$ cat src/rtl/decoder_stream_pkg.sv
// decoder_stream_pkg: shared defaults, FSM states and helpers for decoder_stream_encoder.
package decoder_stream_pkg;
    localparam int WIDTH_DEFAULT = 32;
    localparam int IDX_W_DEFAULT = 5;

    typedef enum logic {IDLE, EMIT} enc_state_t;

    function automatic logic is_onehot(input logic [WIDTH_DEFAULT-1:0] w);
        return (w != '0) && ((w & (w - WIDTH_DEFAULT'(1))) == '0);
    endfunction
endpackage

$ cat src/rtl/decoder_stream_encoder_if.sv
// decoder_stream_encoder_if: request-word input stream and index output stream.
interface decoder_stream_encoder_if #(
    parameter int WIDTH = 32,
    parameter int IDX_W = 5
);
    logic             in_valid;
    logic             in_ready;
    logic [WIDTH-1:0] in_word;
    logic             out_valid;
    logic             out_ready;
    logic [IDX_W-1:0] out_idx;
    logic             out_last;
    logic             out_zero;
    logic             busy;

    modport master (
        output in_valid, in_word, out_ready,
        input  in_ready, out_valid, out_idx, out_last, out_zero, busy
    );
    modport slave (
        input  in_valid, in_word, out_ready,
        output in_ready, out_valid, out_idx, out_last, out_zero, busy
    );
endinterface

$ cat src/rtl/decoder_stream_encoder_ffs_lsb.sv
// ffs_lsb: find-first-set priority scan, bit 0 has highest priority.
module ffs_lsb #(
    parameter int WIDTH = 32,
    parameter int IDX_W = $clog2(WIDTH)
) (
    input  logic [WIDTH-1:0] vec,
    output logic [IDX_W-1:0] idx,
    output logic             found
);
    always_comb begin
        idx   = '0;
        found = |vec;
        for (int i = WIDTH - 1; i >= 0; i--)
            if (vec[i]) idx = IDX_W'(i);
    end
endmodule

$ cat src/rtl/decoder_stream_encoder.sv
// decoder_stream_encoder: emits the index of every set bit of a captured word, LSB first.
// Optional ENCODER_ONEHOT_CHECK_EN adds a sticky onehot_err flag for non-one-hot captures.
module decoder_stream_encoder
    import decoder_stream_pkg::*;
#(
    parameter int WIDTH = WIDTH_DEFAULT,
    parameter int IDX_W = $clog2(WIDTH)
) (
    input logic clk,
    input logic rst,
    decoder_stream_encoder_if.slave bus
`ifdef ENCODER_ONEHOT_CHECK_EN
    ,
    output logic onehot_err
`endif
);
    enc_state_t       state, state_n;
    logic [WIDTH-1:0] pending, pending_n;
    logic             zero_flag, zero_n;
    logic [IDX_W-1:0] idx;
    logic             found;
    logic             capture;

    ffs_lsb #(.WIDTH(WIDTH), .IDX_W(IDX_W)) u_ffs (.vec(pending), .idx(idx), .found(found));

    assign capture       = (state == IDLE) && bus.in_valid;
    assign bus.in_ready  = (state == IDLE);
    assign bus.out_valid = (state == EMIT);
    assign bus.busy      = (state == EMIT);
    assign bus.out_idx   = idx;
    assign bus.out_zero  = zero_flag;
    // pending is zero outside EMIT, so found gates the single-bit test there
    assign bus.out_last  = zero_flag | (found && ((pending & (pending - WIDTH'(1))) == '0));

    always_ff @(posedge clk or negedge rst) begin
        if (!rst) begin
            state     <= IDLE;
            pending   <= '0;
            zero_flag <= 1'b0;
        end else begin
            state     <= state_n;
            pending   <= pending_n;
            zero_flag <= zero_n;
        end
    end

    always_comb begin
        state_n   = state;
        pending_n = pending;
        zero_n    = zero_flag;
        if (capture) begin
            state_n   = EMIT;
            pending_n = bus.in_word;
            zero_n    = (bus.in_word == '0);
        end else if (state == EMIT && bus.out_ready) begin
            pending_n = pending & ~(WIDTH'(1) << idx);
            if (bus.out_last) begin
                state_n   = IDLE;
                pending_n = '0;
                zero_n    = 1'b0;
            end
        end
    end

`ifdef ENCODER_ONEHOT_CHECK_EN
    always_ff @(posedge clk or negedge rst) begin
        if (!rst) onehot_err <= 1'b0;
        else if (capture && !is_onehot(WIDTH_DEFAULT'(bus.in_word))) onehot_err <= 1'b1;
    end
`endif
endmodule

$ cat src/flat_wrapper.sv
// flat-port wrapper written by rule: the top's interface ports become plain ports
module decoder_stream_encoder_flat import decoder_stream_pkg::*;
#(
    parameter int WIDTH = WIDTH_DEFAULT,
    parameter int IDX_W = $clog2(WIDTH)
)
  (clk, rst, bus_in_valid, bus_in_word, bus_out_ready, bus_in_ready, bus_out_valid, bus_out_idx, bus_out_last, bus_out_zero, bus_busy);
  decoder_stream_encoder_if #(.WIDTH(WIDTH), .IDX_W(IDX_W)) bus_i ();
  input logic clk;
  input logic rst;
  input wire logic [$bits(bus_i.in_valid)-1:0] bus_in_valid;
  input wire logic [$bits(bus_i.in_word)-1:0] bus_in_word;
  input wire logic [$bits(bus_i.out_ready)-1:0] bus_out_ready;
  output wire logic [$bits(bus_i.in_ready)-1:0] bus_in_ready;
  output wire logic [$bits(bus_i.out_valid)-1:0] bus_out_valid;
  output wire logic [$bits(bus_i.out_idx)-1:0] bus_out_idx;
  output wire logic [$bits(bus_i.out_last)-1:0] bus_out_last;
  output wire logic [$bits(bus_i.out_zero)-1:0] bus_out_zero;
  output wire logic [$bits(bus_i.busy)-1:0] bus_busy;
  assign bus_i.in_valid = bus_in_valid;
  assign bus_i.in_word = bus_in_word;
  assign bus_i.out_ready = bus_out_ready;
  assign bus_in_ready = bus_i.in_ready;
  assign bus_out_valid = bus_i.out_valid;
  assign bus_out_idx = bus_i.out_idx;
  assign bus_out_last = bus_i.out_last;
  assign bus_out_zero = bus_i.out_zero;
  assign bus_busy = bus_i.busy;
  decoder_stream_encoder #(.WIDTH(WIDTH), .IDX_W(IDX_W)) u_core (.clk(clk), .rst(rst), .bus(bus_i));
endmodule
$ cat config.mk
export PLATFORM = sky130hd
export DESIGN_NAME = decoder_stream_encoder_flat
export DESIGN_NICKNAME = d
export VERILOG_FILES = /design/src/rtl/decoder_stream_pkg.sv /design/src/rtl/decoder_stream_encoder_if.sv /design/src/rtl/decoder_stream_encoder_ffs_lsb.sv /design/src/rtl/decoder_stream_encoder.sv /design/src/flat_wrapper.sv
export SDC_FILE = /design/constraint.sdc
export NUM_CORES = 1
export LEC_CHECK = 0
export ABC_AREA = 0
export CAP_MARGIN = 20
export CORE_UTILIZATION = 45
export CTS_CLUSTER_DIAMETER = 120
export DETAILED_ROUTE_END_ITERATION = 7
export PLACE_DENSITY = 0.81
export SLEW_MARGIN = 30
export SYNTH_ARGS = -nofsm -noshare
export SYNTH_HDL_FRONTEND = slang
export SYNTH_SLANG_ARGS = --single-unit
export TNS_END_PERCENT = 5
$ cat constraint.sdc
create_clock -name clk -period 3.5 [get_ports clk]
set_clock_uncertainty 0.1 [all_clocks]
set_input_delay 1.05 -clock clk [delete_from_list [all_inputs] [get_ports clk]]
set_output_delay 1.05 -clock clk [all_outputs]
set_load 0.01 [all_outputs]
==> results.md <==
* WL final at 10900 µm
* R2r setup slk at 0.18 ns
* Setup slack after layout at -0.323 ns
* DRT Pass-1 Iters at 5
* WL/cell at 21.0 µm
* DRT antenna net count at 0
* Switch share at 50.3%
* Top_reg_cell synth: dfrtp_1
* Layout net count at 480
* # H-tree levels at 2
* RD Place Congestion at 1.03
* RSZ-0062 raised after global routing: yes
* Total number of vias at 3432
* Fmax at around 260 MHz
* Violated checks: setup timing
* Number of synthesized flops with an enable pin at 0
* CP endpoint kind: primary output
* Input/output buffers at 45
* Area Growth Syn to Fin at 48.0%
* DRC at 0
* Placed wire-length estimate at about 8000 µm
* Total power at around 5.2 mW
* WP data required at approximately 2.4 ns
* I/O pin count at 46
* Combinational group share of total power at between 80 and 90%
* CTS root buf: clkbuf_8
* CP Max Fanout at 5
* # clock sinks at 34
* Drt first-iter violations at 435
* Inserted Clock Buffers at 5
* Final hold vios at 0
* Reg2reg start: u_core.pending[3]
* Worst rel slew slack at 61.2%
* Fillcell total at 461
* Grt total ovfl at 0
* Global-route usage over all layers at a little over a third
* P_int at 2.57 mW
* Hold Path Class: reg -> reg
* Row count at 27
* Synth area leader: dfrtp_1
* Final setup viols at 3
* First-pass GRT wire length at 16800 µm
* Largest net degree at the start of global routing at 35
* Number of vias per cell at 6.63
* Syn_nets at 366
* Reg power frac at 12.4%
* CTS tree: yes
* Slew @ Worst Pin at around 0.58 ns
* Mapped Area at 0.00271 mm²
* Status: complete, but fails checks
* WP data arrival at about 2.7 ns
* Fin cells at 518
* Share of cells above drive strength 1 at 29.2%
* Static Leak at between 1.5 and 2 nW
* MaxCap Viol Count at 0
* Crit path time final at 3.82 ns
* Die outline area at 0.00634 mm²
* Core ar. at 0.00564 mm²
* Chip Width at 79.6 µm
* Die Ht at 79.6 µm
* Synth warn at 0
* Reg2Reg Depth at 11
* PD cells at around 1300 mW/mm²
* Reg-to-Reg End: u_core.pending[9]
* Sum Neg Setup Slack at -0.770 ns
* VDD IR max at ~1500 µV
* Clk Latency, worst-skew pair at approximately 0.29 ns
* Clk slew on worst S/H paths at 0.07 ns
* Final slew viol count at 0
* Initial Utilization at 48.1%
* Synth unique cells at 58
* Clk pwr share at 6.1%
* Min-delay src: u_core.bus.out_zero
* Syn Inst Count at 330
* #FFs+latches synth at 34
* Vias in the first global route at 3171
* Hold-fix buffers at CTS at 0
* Yosys top cell area share at 31.4%
* # placed instances at 501
* Asr flop ratio synth at 100%
* Hold path depth at 2
* Tcrit/Tclk final at 109%
* Post-Place Setup Slack at -0.558 ns
* Mapped Avg Cell Area at 8.22 µm²
* Max clock buf depth at 2
* Type of the worst setup path: reg -> out
* Worst Hold End: u_core.bus.out_zero
* Initial antenna violation count at 0
* Net switching power figure at approximately 2.6 mW
* Crit start category: register
* Most area-consuming cells after synthesis: dfrtp_1 31%, a22o_1 4.8%, nor2_1 4.2%, nor4_1 3.9%, nand2_1 3.6%
* Post-synthesis sequential area ratio at 31.4%
-- Yosys cell counts (all sizes together), types with 9 or more instances --
| master | count |
|---|---|
| o211ai | 9 |
| nand2 | 26 |
| buf | 9 |
| a22o | 15 |
| nor2 | 31 |
| dfrtp | 34 |
| nor4 | 21 |
| clkbuf | 19 |
| or4 | 9 |
| nand3 | 9 |
| o21ai | 25 |
| inv | 14 |
| a21oi | 19 |
-- flip-flops by register name, summed over array words and instances, names as in the netlist --
signal and count:
u_core.bus.out_zero 1, u_core.pending 32, u_core.bus.busy 1
-- critical path, stage by stage (launching register included) --
cell,delay (ns)
dfrtp_1,0.40
buf_4,0.16
or2_2,0.35
buf_4,0.15
nor3_1,0.15
nor2_1,0.09
o311ai_2,0.35
and2_1,0.20
clkdlybuf4s50_1,0.54
-- area by class of cell --
type / instances / area (µm²) / share of cell area (%)
multi-input cells: 255 / 1810 / 45.0
well taps: 72 / 90.1 / 2.24
diodes: 1 / 2.50 / 0.0623
flip-flops and latches: 34 / 851 / 21.2
inverters: 14 / 52.6 / 1.31
clock inverters: 1 / 5.00 / 0.125
clock buffers: 7 / 86.3 / 2.15
repair buffers: 134 / 1120 / 27.9
-- per-stage QoR --
| stage | utilization (%) | hold slack (ns) | area [µm²] |
|---|---|---|---|
| final | 71.1 | 0.466 | 4010 |
| after floorplan | - | 0.443 | 2710 |
| after detailed placement | 66.2 | 0.443 | 3730 |
| after global placement | 66.2 | 0.404 | 3730 |
| after CTS | 69.3 | 0.463 | 3910 |
| after global routing | 71.1 | 0.513 | 4010 |
-- power groups by stage --
| stage | clock (mW) | combinational [mW] | sequential [mW] |
|---|---|---|---|
| floorplan | 0 | 2.01 | 0.621 |
| global placement | 0 | 3.71 | 0.641 |
| finish | 0.312 | 4.21 | 0.643 |
| global route | 0.329 | 4.43 | 0.653 |
| CTS | 0.314 | 3.88 | 0.637 |
| detailed placement | 0 | 3.74 | 0.654 |
-- worst max-delay path by stage --
stage / startpoint / end / slack [ns] / cells after the start
after global routing: u_core.pending[17] / bus_out_idx[1] / -0.37 / 8
after floorplan: u_core.pending[7] / bus_out_last / 0.03 / 7
after CTS: u_core.pending[3] / bus_out_last / -0.34 / 7
final: u_core.pending[17] / bus_out_idx[1] / -0.32 / 8
after global placement: u_core.pending[7] / bus_out_last / -0.50 / 7
after detailed placement: u_core.pending[3] / bus_out_last / -0.56 / 7
-- metal layers --
metal	vias to the layer above	part of all wire [%]	track usage (%)
met1	1669	42	48.4
met2	219	45	53.8
met3	33	10	9.94
met4	0	3.0	13.6
met5	-	0	0
li1	1511	-	-
-- cells by family (layout without fill, tap and decap cells) --
| group | Yosys count | after routing | synth area share, % |
|---|---|---|---|
| adders and majority gates | 2 | 2 | 0.738 |
| AOI/OAI and AO/OA | 125 | 125 | 33.6 |
| muxes | 1 | 1 | 0.369 |
| DFF | 34 | 34 | 31.4 |
| buffers and inverters | 42 | 156 | 7.15 |
| and+or+nand+nor | 126 | 127 | 26.8 |
| other | 0 | 1 | 0 |
-- layout by cell type (no fill, tap or decap), types with 6 or more instances in the layout --
| cell | Yosys | final |
|---|---|---|
| clkbuf_8 | 0 | 6 |
| a21oi_1 | 19 | 18 |
| inv_1 | 14 | 14 |
| a31o_1 | 7 | 7 |
| o21ai_1 | 12 | 14 |
| a22oi_1 | 8 | 8 |
| nand2_1 | 26 | 26 |
| o211ai_1 | 9 | 9 |
| nand3_1 | 9 | 9 |
| a22o_1 | 15 | 15 |
| nor4_1 | 17 | 13 |
| clkdlybuf4s50_1 | 0 | 41 |
| dfrtp_1 | 34 | 34 |
| o21ai_0 | 12 | 10 |
| nor2_1 | 30 | 30 |
| buf_4 | 3 | 88 |
-- repair_timing --
| action | CTS | global route |
|---|---|---|
| buffers inserted | 6 | 1 |
| gates cloned | 0 | 1 |
| resized for setup | 17 | 12 |
| endpoints found under the setup margin | 6 | 4 |
| pin swaps | 5 | 4 |
No activity file was read; power rests on OpenSTA's default activity.
